$ cat config.mk
export PLATFORM = sky130hd
export DESIGN_NAME = quiz_buzzer_arbiter
export DESIGN_NICKNAME = d
export VERILOG_FILES = /design/src/rtl/quiz_buzzer_pkg.sv /design/src/rtl/quiz_buzzer_arbiter_debounce.sv /design/src/rtl/quiz_buzzer_arbiter.sv
export SDC_FILE = /design/constraint.sdc
export NUM_CORES = 1
export LEC_CHECK = 0
export ABC_AREA = 1
export ABC_CLOCK_PERIOD_IN_PS = 1910
export CAP_MARGIN = 20
export CORE_MARGIN = 2
export CORE_UTILIZATION = 50
export DETAILED_ROUTE_END_ITERATION = 16
export GPL_TIMING_DRIVEN = 0
export PLACE_DENSITY = 0.78
export SLEW_MARGIN = 10
export SYNTH_ARGS = -nofsm -noshare
export SYNTH_HDL_FRONTEND = slang
export SYNTH_SLANG_ARGS = --single-unit
export TNS_END_PERCENT = 20
$ cat constraint.sdc
create_clock -name clk_50M -period 1.91 [get_ports clk_50M]
set_input_delay 0.4775 -clock clk_50M [delete_from_list [all_inputs] [get_ports clk_50M]]
set_output_delay 0.4775 -clock clk_50M [all_outputs]
set_load 0.02 [all_outputs]
$ cat src/rtl/quiz_buzzer_pkg.sv
// Shared types and helpers for the quiz buzzer arbiter.
package quiz_buzzer_pkg;

    typedef enum logic [1:0] {
        IDLE    = 2'd0,
        ARMED   = 2'd1,
        LOCKED  = 2'd2,
        TIMEOUT = 2'd3
    } state_t;

    localparam int DEF_SCAN_DIV  = 1000;
    localparam int DEF_DEB_LEN   = 4;
    localparam int DEF_ANS_TICKS = 50000;
    localparam int MAX_CH        = 16;

    // Index of the lowest set bit; 0 when no bit is set.
    function automatic logic [3:0] lowest_set(input logic [MAX_CH-1:0] v);
        logic [3:0] idx;
        idx = '0;
        for (int i = MAX_CH - 1; i >= 0; i--) begin
            if (v[i]) idx = 4'(i);
        end
        return idx;
    endfunction

endpackage

$ cat src/rtl/quiz_buzzer_arbiter_debounce.sv
// Button conditioner: 2-FF synchroniser, tick-sampled debounce, rising-edge strobe.
module buzz_debounce
    import quiz_buzzer_pkg::*;
#(
    parameter int DEB_LEN = DEF_DEB_LEN
) (
    input  logic clk_50M,
    input  logic rst_n,
    input  logic tick,
    input  logic raw,
    output logic level,
    output logic rise
);

    logic               sync_q1;
    logic               sync_q2;
    logic               level_d;
    logic [DEB_LEN-1:0] samp;

    always_ff @(posedge clk_50M or negedge rst_n) begin
        if (!rst_n) begin
            sync_q1 <= 1'b0;
            sync_q2 <= 1'b0;
            samp    <= '0;
            level   <= 1'b0;
            level_d <= 1'b0;
            rise    <= 1'b0;
        end else begin
            sync_q1 <= raw;
            sync_q2 <= sync_q1;
            if (tick) samp <= DEB_LEN'({samp, sync_q2});
            if (&samp && !level) begin
                level <= 1'b1;
            end else if (~|samp && level) begin
                level <= 1'b0;
            end
            level_d <= level;
            // Strobe lands one cycle after the accepted 0->1 transition.
            rise    <= level & ~level_d;
        end
    end

endmodule

$ cat src/rtl/quiz_buzzer_arbiter.sv
// N-channel quiz buzzer arbiter: scan divider, conditioned inputs, round FSM.
//   state   | meaning
//   IDLE    | no round; presses are recorded as fouls
//   ARMED   | round open; first non-fouled press wins
//   LOCKED  | winner latched; answer timer counting down per tick
//   TIMEOUT | answer window expired; winner held until arm or clear
module quiz_buzzer_arbiter
    import quiz_buzzer_pkg::*;
#(
    parameter int N_CH      = 4,
    parameter int SCAN_DIV  = DEF_SCAN_DIV,
    parameter int DEB_LEN   = DEF_DEB_LEN,
    parameter int ANS_TICKS = DEF_ANS_TICKS,
    parameter int IDW       = $clog2(N_CH),
    parameter int TW        = $clog2(ANS_TICKS + 1)
) (
    input  logic            clk_50M,
    input  logic            rst_n,
    input  logic            host_arm,
    input  logic            host_clear,
    input  logic [N_CH-1:0] buzz_in,
    output logic [1:0]      state,
    output logic            winner_valid,
    output logic [IDW-1:0]  winner_id,
    output logic [N_CH-1:0] winner_onehot,
    output logic [N_CH-1:0] foul,
    output logic [TW-1:0]   time_left,
    output logic            timeout_pulse
);

    localparam int CW = (SCAN_DIV > 1) ? $clog2(SCAN_DIV) : 1;

    logic [CW-1:0]   scan_cnt;
    logic            tick;
    logic            arm_rise, clear_rise, arm_level, clear_level;
    logic [N_CH-1:0] buzz_rise, buzz_level;
    logic            unused_levels;

    assign tick = (scan_cnt == CW'(SCAN_DIV - 1));

    always_ff @(posedge clk_50M or negedge rst_n) begin
        if (!rst_n)    scan_cnt <= '0;
        else if (tick) scan_cnt <= '0;
        else           scan_cnt <= scan_cnt + CW'(1);
    end

    buzz_debounce #(.DEB_LEN(DEB_LEN)) u_deb_arm (
        .clk_50M(clk_50M), .rst_n(rst_n), .tick(tick),
        .raw(host_arm), .level(arm_level), .rise(arm_rise)
    );

    buzz_debounce #(.DEB_LEN(DEB_LEN)) u_deb_clear (
        .clk_50M(clk_50M), .rst_n(rst_n), .tick(tick),
        .raw(host_clear), .level(clear_level), .rise(clear_rise)
    );

    for (genvar g = 0; g < N_CH; g++) begin : g_buzz
        buzz_debounce #(.DEB_LEN(DEB_LEN)) u_deb_buzz (
            .clk_50M(clk_50M), .rst_n(rst_n), .tick(tick),
            .raw(buzz_in[g]), .level(buzz_level[g]), .rise(buzz_rise[g])
        );
    end

    assign unused_levels = ^{arm_level, clear_level, buzz_level};

    state_t          state_q, state_d;
    logic [N_CH-1:0] foul_q, foul_d, oh_q, oh_d, elig;
    logic [IDW-1:0]  id_q, id_d, elig_id;
    logic [TW-1:0]   tl_q, tl_d;
    logic            to_q, to_d;

    assign elig    = buzz_rise & ~foul_q;
    assign elig_id = IDW'(lowest_set(MAX_CH'(elig)));

    always_ff @(posedge clk_50M or negedge rst_n) begin
        if (!rst_n) begin
            state_q <= IDLE;
            foul_q  <= '0;
            oh_q    <= '0;
            id_q    <= '0;
            tl_q    <= '0;
            to_q    <= 1'b0;
        end else begin
            state_q <= state_d;
            foul_q  <= foul_d;
            oh_q    <= oh_d;
            id_q    <= id_d;
            tl_q    <= tl_d;
            to_q    <= to_d;
        end
    end

    always_comb begin
        state_d = state_q;
        foul_d  = foul_q;
        oh_d    = oh_q;
        id_d    = id_q;
        tl_d    = tl_q;
        to_d    = 1'b0;
        if (clear_rise) begin
            state_d = IDLE;
            foul_d  = '0;
            oh_d    = '0;
            id_d    = '0;
            tl_d    = '0;
        end else begin
            case (state_q)
                IDLE: begin
                    // A press on the same cycle as arm is still a foul.
                    foul_d = foul_q | buzz_rise;
                    if (arm_rise) state_d = ARMED;
                end
                ARMED: begin
                    if (|elig) begin
                        state_d = LOCKED;
                        id_d    = elig_id;
                        oh_d    = N_CH'(1) << elig_id;
                        tl_d    = TW'(ANS_TICKS);
                    end
                end
                LOCKED: begin
                    if (tick) begin
                        if (tl_q <= TW'(1)) begin
                            state_d = TIMEOUT;
                            tl_d    = '0;
                            to_d    = 1'b1;
                        end else begin
                            tl_d = tl_q - TW'(1);
                        end
                    end
                end
                TIMEOUT: begin
                    if (arm_rise) begin
                        state_d = ARMED;
                        oh_d    = '0;
                        id_d    = '0;
                    end
                end
                default: state_d = IDLE;
            endcase
        end
    end

    assign state         = state_q;
    assign winner_valid  = (state_q == LOCKED) || (state_q == TIMEOUT);
    assign winner_id     = id_q;
    assign winner_onehot = oh_q;
    assign foul          = foul_q;
    assign time_left     = tl_q;
    assign timeout_pulse = to_q;

endmodule

Word level (Yosys, flattened, before mapping)
Cells that the tools add are included.
{"block": "word_totals", "regBits": 93, "latch_bits": 0, "ramBits": 0, "mem_bits_ro": 0, "in_bits": 8, "output_inout_bits": 30, "elab_cells": 165, "mem_count": 0}
{"block": "classes", "addsub": 2, "n_mul": 0, "n_div": 0, "n_lt_le_gt_ge": 1, "n_eq_ne": 9, "shift": 1, "n_mux": 42, "bitwise_logic": 15, "reduce_logical": 52}
{"operator": "$mux W16", "n": 4}
{"operator": "$pmux W16 S2", "n": 1}
{"operator": "$reduce_and A4 Y1", "n": 7}
{"operator": "$reduce_or A4 Y1", "n": 7}
{"operator": "$mux W2", "n": 12}
{"operator": "$mux W4", "n": 5}
{"operator": "$le A16 B1 Y1 const B", "n": 1}
{"operator": "$mux W1", "n": 16}
{"operator": "$sub A16 B1 Y16 const B", "n": 1}
{"operator": "$reduce_bool A2 Y1", "n": 7}
{"operator": "$logic_and A1 B1 Y1", "n": 12}
{"operator": "$logic_not A1 Y1", "n": 12}
{"operator": "$add A10 B1 Y10 const B", "n": 1}
{"operator": "$eq A10 B10 Y1 const B", "n": 1}
{"operator": "$mux W10", "n": 1}
{"operator": "$ne A3 B1 Y1 const B", "n": 3}
{"operator": "$pmux W4 S2", "n": 1}
{"operator": "$and A1 B1 Y1", "n": 6}
{"operator": "$ne A3 B2 Y1 const B", "n": 2}
{"operator": "$not A1 Y1", "n": 6}
{"operator": "$pmux W2 S3", "n": 1}
{"operator": "$reduce_and A3 Y1", "n": 2}
{"operator": "$reduce_bool A3 Y1", "n": 2}
{"operator": "$and A4 B4 Y4", "n": 1}
{"operator": "9 further kinds", "n": 10}

Depth between registers and ports, before layout
{"block": "depth", "depth_word": 10, "mapped_depth": 11, "depth_no_buf": 11}

Hierarchy
A second synthesis with hierarchy kept.
{"block": "hier_totals", "hier_cells": 508, "area_unflattened_um2": 4260.3}
{"mod": "quiz_buzzer_arbiter", "instances": 1, "cells_each": 328, "area_each_um2": 2406.1}
{"mod": "buzz_debounce", "instances": 6, "cells_each": 30, "area_each_um2": 309.0}

Worst setup path before layout
OpenSTA, ideal clock, no wires.
{"block": "synth_path", "kind": "reg2reg", "start": "register state_q[0] (netlist: state[0])", "end": "register tl_q[3] (netlist: time_left[3])", "arrival_ns": 1.603, "t_required_ns": 1.839, "slack_ns": 0.235, "stages_incl_launch_ff": 11, "path_buffers": 0, "synth_period_minus_slack_ns": 1.675, "cell_sequence": "dfrtp_1 inv_1 ha_1 inv_1 nor2_1 nand2_4 nand2_4 nor2_8 nand2_4 nand2_1 nor2_1"}
{"block": "synth_between", "elab_chain_cells": 3, "word_cells_on_any_way": 8, "classes_between": "4 x eq/ne; 2 x mux; 2 x reduce/logical"}
{"item": "start: declaration", "line": "quiz_buzzer_arbiter.sv:66", "source": "state_t state_q, state_d;"}
{"item": "start signal: assignment", "line": "quiz_buzzer_arbiter.sv:84", "source": "state_q <= state_d;"}
{"item": "$eq A2 B2 Y1 or $eq A2 B1 Y1 (tied branches)", "line": "quiz_buzzer_arbiter.sv:107", "source": "case (state_q)"}
{"item": "$ne A3 B1 Y1 (no line), or another cell as far along"}
{"item": "$reduce_and A3 Y1 (no line) or $mux W16 (tied branches)"}
{"item": "end signal: assignment", "line": "quiz_buzzer_arbiter.sv:88", "source": "tl_q <= tl_d;"}
{"item": "end: declaration", "line": "quiz_buzzer_arbiter.sv:69", "source": "logic [TW-1:0] tl_q, tl_d;"}
Parallel ways exist; a longest one is shown, timed or not.
A chain may end at the register's enable or synchronous reset.

Final worst setup path
{"block": "layout_path", "start": "register tl_q[0] (netlist: time_left[0])", "end": "output time_left[0]"}
{"item": "end: declaration", "line": "quiz_buzzer_arbiter.sv:27", "source": "output logic [TW-1:0] time_left,"}
No word-level cell between the ends.

==> metrics <==
n_diodes 0; die height 95.0 microns; number of max-cap violations 0; IO Port Bufs 37; Simple-Gate Fraction of Synth Area 0.273; CTS tree yes; post-route antenna net violation count 0; # nets final 538; fin cells between 600 and 700; GP Congestion between 0.8 and 0.9; Tmin final between 1.5 and 2 ns; Mapped Avg Cell Area 8.77 sq um; # clock sinks 93; Mapped Area 4140 sq um; post-synthesis register bit count 93; crit path launch time_left[0]$_DFFE_PN0P_; Final Cell Area 4880 sq um; num rows 33; RSZ-0062 raised after global routing false; post-synthesis xor/xnor area fraction 0.0148; CTS Root Cell clkbuf_8; die width 95.0 microns; core footprint 8130 sq um; Starting Density 0.509; vias in the first global route approximately 3100; FMAX 0.539 GHz; Vias per Instance 5.00; Req. time, crit path ~1.4 ns; I/O Pins 38; synthesis-to-finish area growth 18.0%; main combinational cell family by area after synthesis simple AND/OR/NAND/NOR gates; Worst VDD drop 0.446 mV; Critical Path AT between 1 and 1.5 ns; Placed Instances ~620; sequential fraction of the synthesis area 0.562; DRC viols 0; Yosys cell types 31; Total Power roughly 3.3 mW; Syn Inst Count between 400 and 500; final core area utilization 0.600; global-route wire length before repair roughly 13000 microns; FF-to-FF Start state[1]$_DFFE_PN0P_; fin crit share 0.972; Worst Path Buf+Inv 1; wirelength, routed 7760 microns; final hold vios 0; First-pass DRT Iterations 5; result of the run finished, final reports clean; Pwr Density between 600 and 700 nW/um^2; die area 9020 sq um; Skew-Pair Late Insertion Delay 0.35 ns; critical path's largest stage delay 0.62 ns; initial antenna violation count 0; DR iter-0 viols 125; post-DP HPWL 5490 microns; post-synthesis mux area share 0; largest net degree at the start of global routing 51; Adder-Cell Fraction of Synth Area 0.0242; delay-heaviest family, CP buffers and inverters; Routed WL per cell 12.3 microns; Clock Skew 0.0129 ns; worst-margin pin slew 0.620 ns; CTS H-Tree Depth 3; share of cells above drive strength 1 0.0856; grt ovf 0; Hold-fix buffers, CTS 0; clk buf depth 2; fin. max-slew vios 0; Vias 3154; Crit Path Class register to output pin; Reg clk slew, reported paths about 0.1 ns; Crit-path slowest cell clkdlybuf4s50_1; final setup fails 0; Syn. warnings 0; Tot GR Track Use 0.191; post-synthesis compound-gate area fraction 0.0674; worst hold slack 0.132 ns; Rel. slew slack 0.586; Hold/Removal Path Class input port to asynchronous set/reset pin; CTS buffer count 9; FF-to-FF setup slack 0.18 ns; CP max FO 4; CP startpoint kind register; Setup crit end kind output pin; crit-path cells clkdlybuf4s50_1; FF-to-FF End time_left[3]$_DFFE_PN0P_; leakage power 2.62 nW; syn_nets 488; DP Area 4660 sq um; Reg2Reg Depth 8
-- where the power goes --
part           leakage [nW]  switching [mW]  internal, mW
Sequential             1.26         0.00297          1.98
Combinational          1.27          0.0381        0.0160
Clock                0.0923           0.698         0.609
-- placed cells by master (no fill, tap or decap), types with 4 or more instances in the layout --
cell	n
nand2_1	152
nand3_1	15
dlymetal6s2s_1	6
dlygate4sd2_1	9
nand2_2	4
nand4_1	10
nor2_1	57
a21oi_1	9
clkdlybuf4s50_1	20
dfrtp_1	92
o21ai_0	28
buf_2	5
ha_1	7
o41ai_1	6
xor2_1	5
inv_1	52
clkbuf_8	9
-- cell type report --
| cell class | count | area (sq um) |
|---|---|---|
| multi-input combinational | 319 | 1580 |
| clock inverter | 6 | 71.3 |
| sequential | 93 | 2330 |
| tap | 105 | 131 |
| buffer | 7 | 43.8 |
| clock buffer | 9 | 124 |
| timing repair buffer | 39 | 400 |
| inverter | 53 | 199 |
| fill | 695 | 3250 |
-- repair_timing --
| item | in CTS | in global routing |
|---|---|---|
| setup endpoints to repair | 10 | 7 |
| gates cloned | 0 | 0 |
| resized for setup | 17 | 9 |
| buffers inserted | 1 | 0 |
-- worst max path at each step --
| stage | endpoint | slack [ns] | depth (start not counted) |
|---|---|---|---|
| finish | time_left[0] | 0.05 | 1 |
| global route | time_left[11] | 0.00008 | 1 |
| CTS | time_left[3] | 0.004 | 1 |
| detailed placement | winner_valid | -0.20 | 5 |
| global placement | g_buzz[2].u_deb_buzz.sync_q1$_DFF_PN0_ | -2.87 | 1 |
| floorplan | time_left[3]$_DFFE_PN0P_ | 0.24 | 10 |
-- metal layers --
layer / part of all wire / GRT usage
met2: 0.50 / 0.322
met1: 0.45 / 0.244
met5: 0 / 0
met3: 0.035 / 0.0311
met4: 0.011 / 0.0845
-- synthesized netlist by cell type (all sizes together) --
| library cell | number | area [sq um] |
|---|---|---|
| nand2 | 159 | 627 |
| a21oi | 9 | 45.0 |
| xor2 | 5 | 43.8 |
| nor2 | 61 | 258 |
| nand4 | 10 | 62.6 |
| nor4 | 1 | 6.26 |
| o21ai | 30 | 150 |
| o41ai | 6 | 52.6 |
| xnor2 | 2 | 17.5 |
| o31ai | 1 | 7.51 |
| nand3 | 18 | 120 |
| nand3b | 1 | 7.51 |
| buf | 7 | 43.8 |
| o21bai | 1 | 7.51 |
| o2111ai | 1 | 8.76 |
| inv | 53 | 199 |
| ha | 8 | 100 |
| a211oi | 1 | 7.51 |
| nor3 | 5 | 47.5 |
| dfrtp | 93 | 2330 |
-- stage by stage --
| step | setup slack (ns) | setup TNS [ns] |
|---|---|---|
| 2_1_floorplan | 0.235 | 0 |
| 3_3_place_gp | -2.87 | -266.11 |
| 3_5_place_dp | -0.199 | -0.199 |
| 4_1_cts | 0.00413 | 0 |
| 5_1_grt | 0.0000819 | 0 |
| 6_report | 0.0536 | 0 |
-- kinds of logic (layout without fill, tap and decap cells) --
logic type / count (synthesis) / after routing
adders and majority gates: 8 / 8
and+or+nand+nor: 255 / 255
buffers and inverters: 60 / 114
AOI/OAI and AO/OA: 49 / 49
xor gates and xnor gates: 7 / 7
DFF: 93 / 93
(Power assumes the default switching activity.)
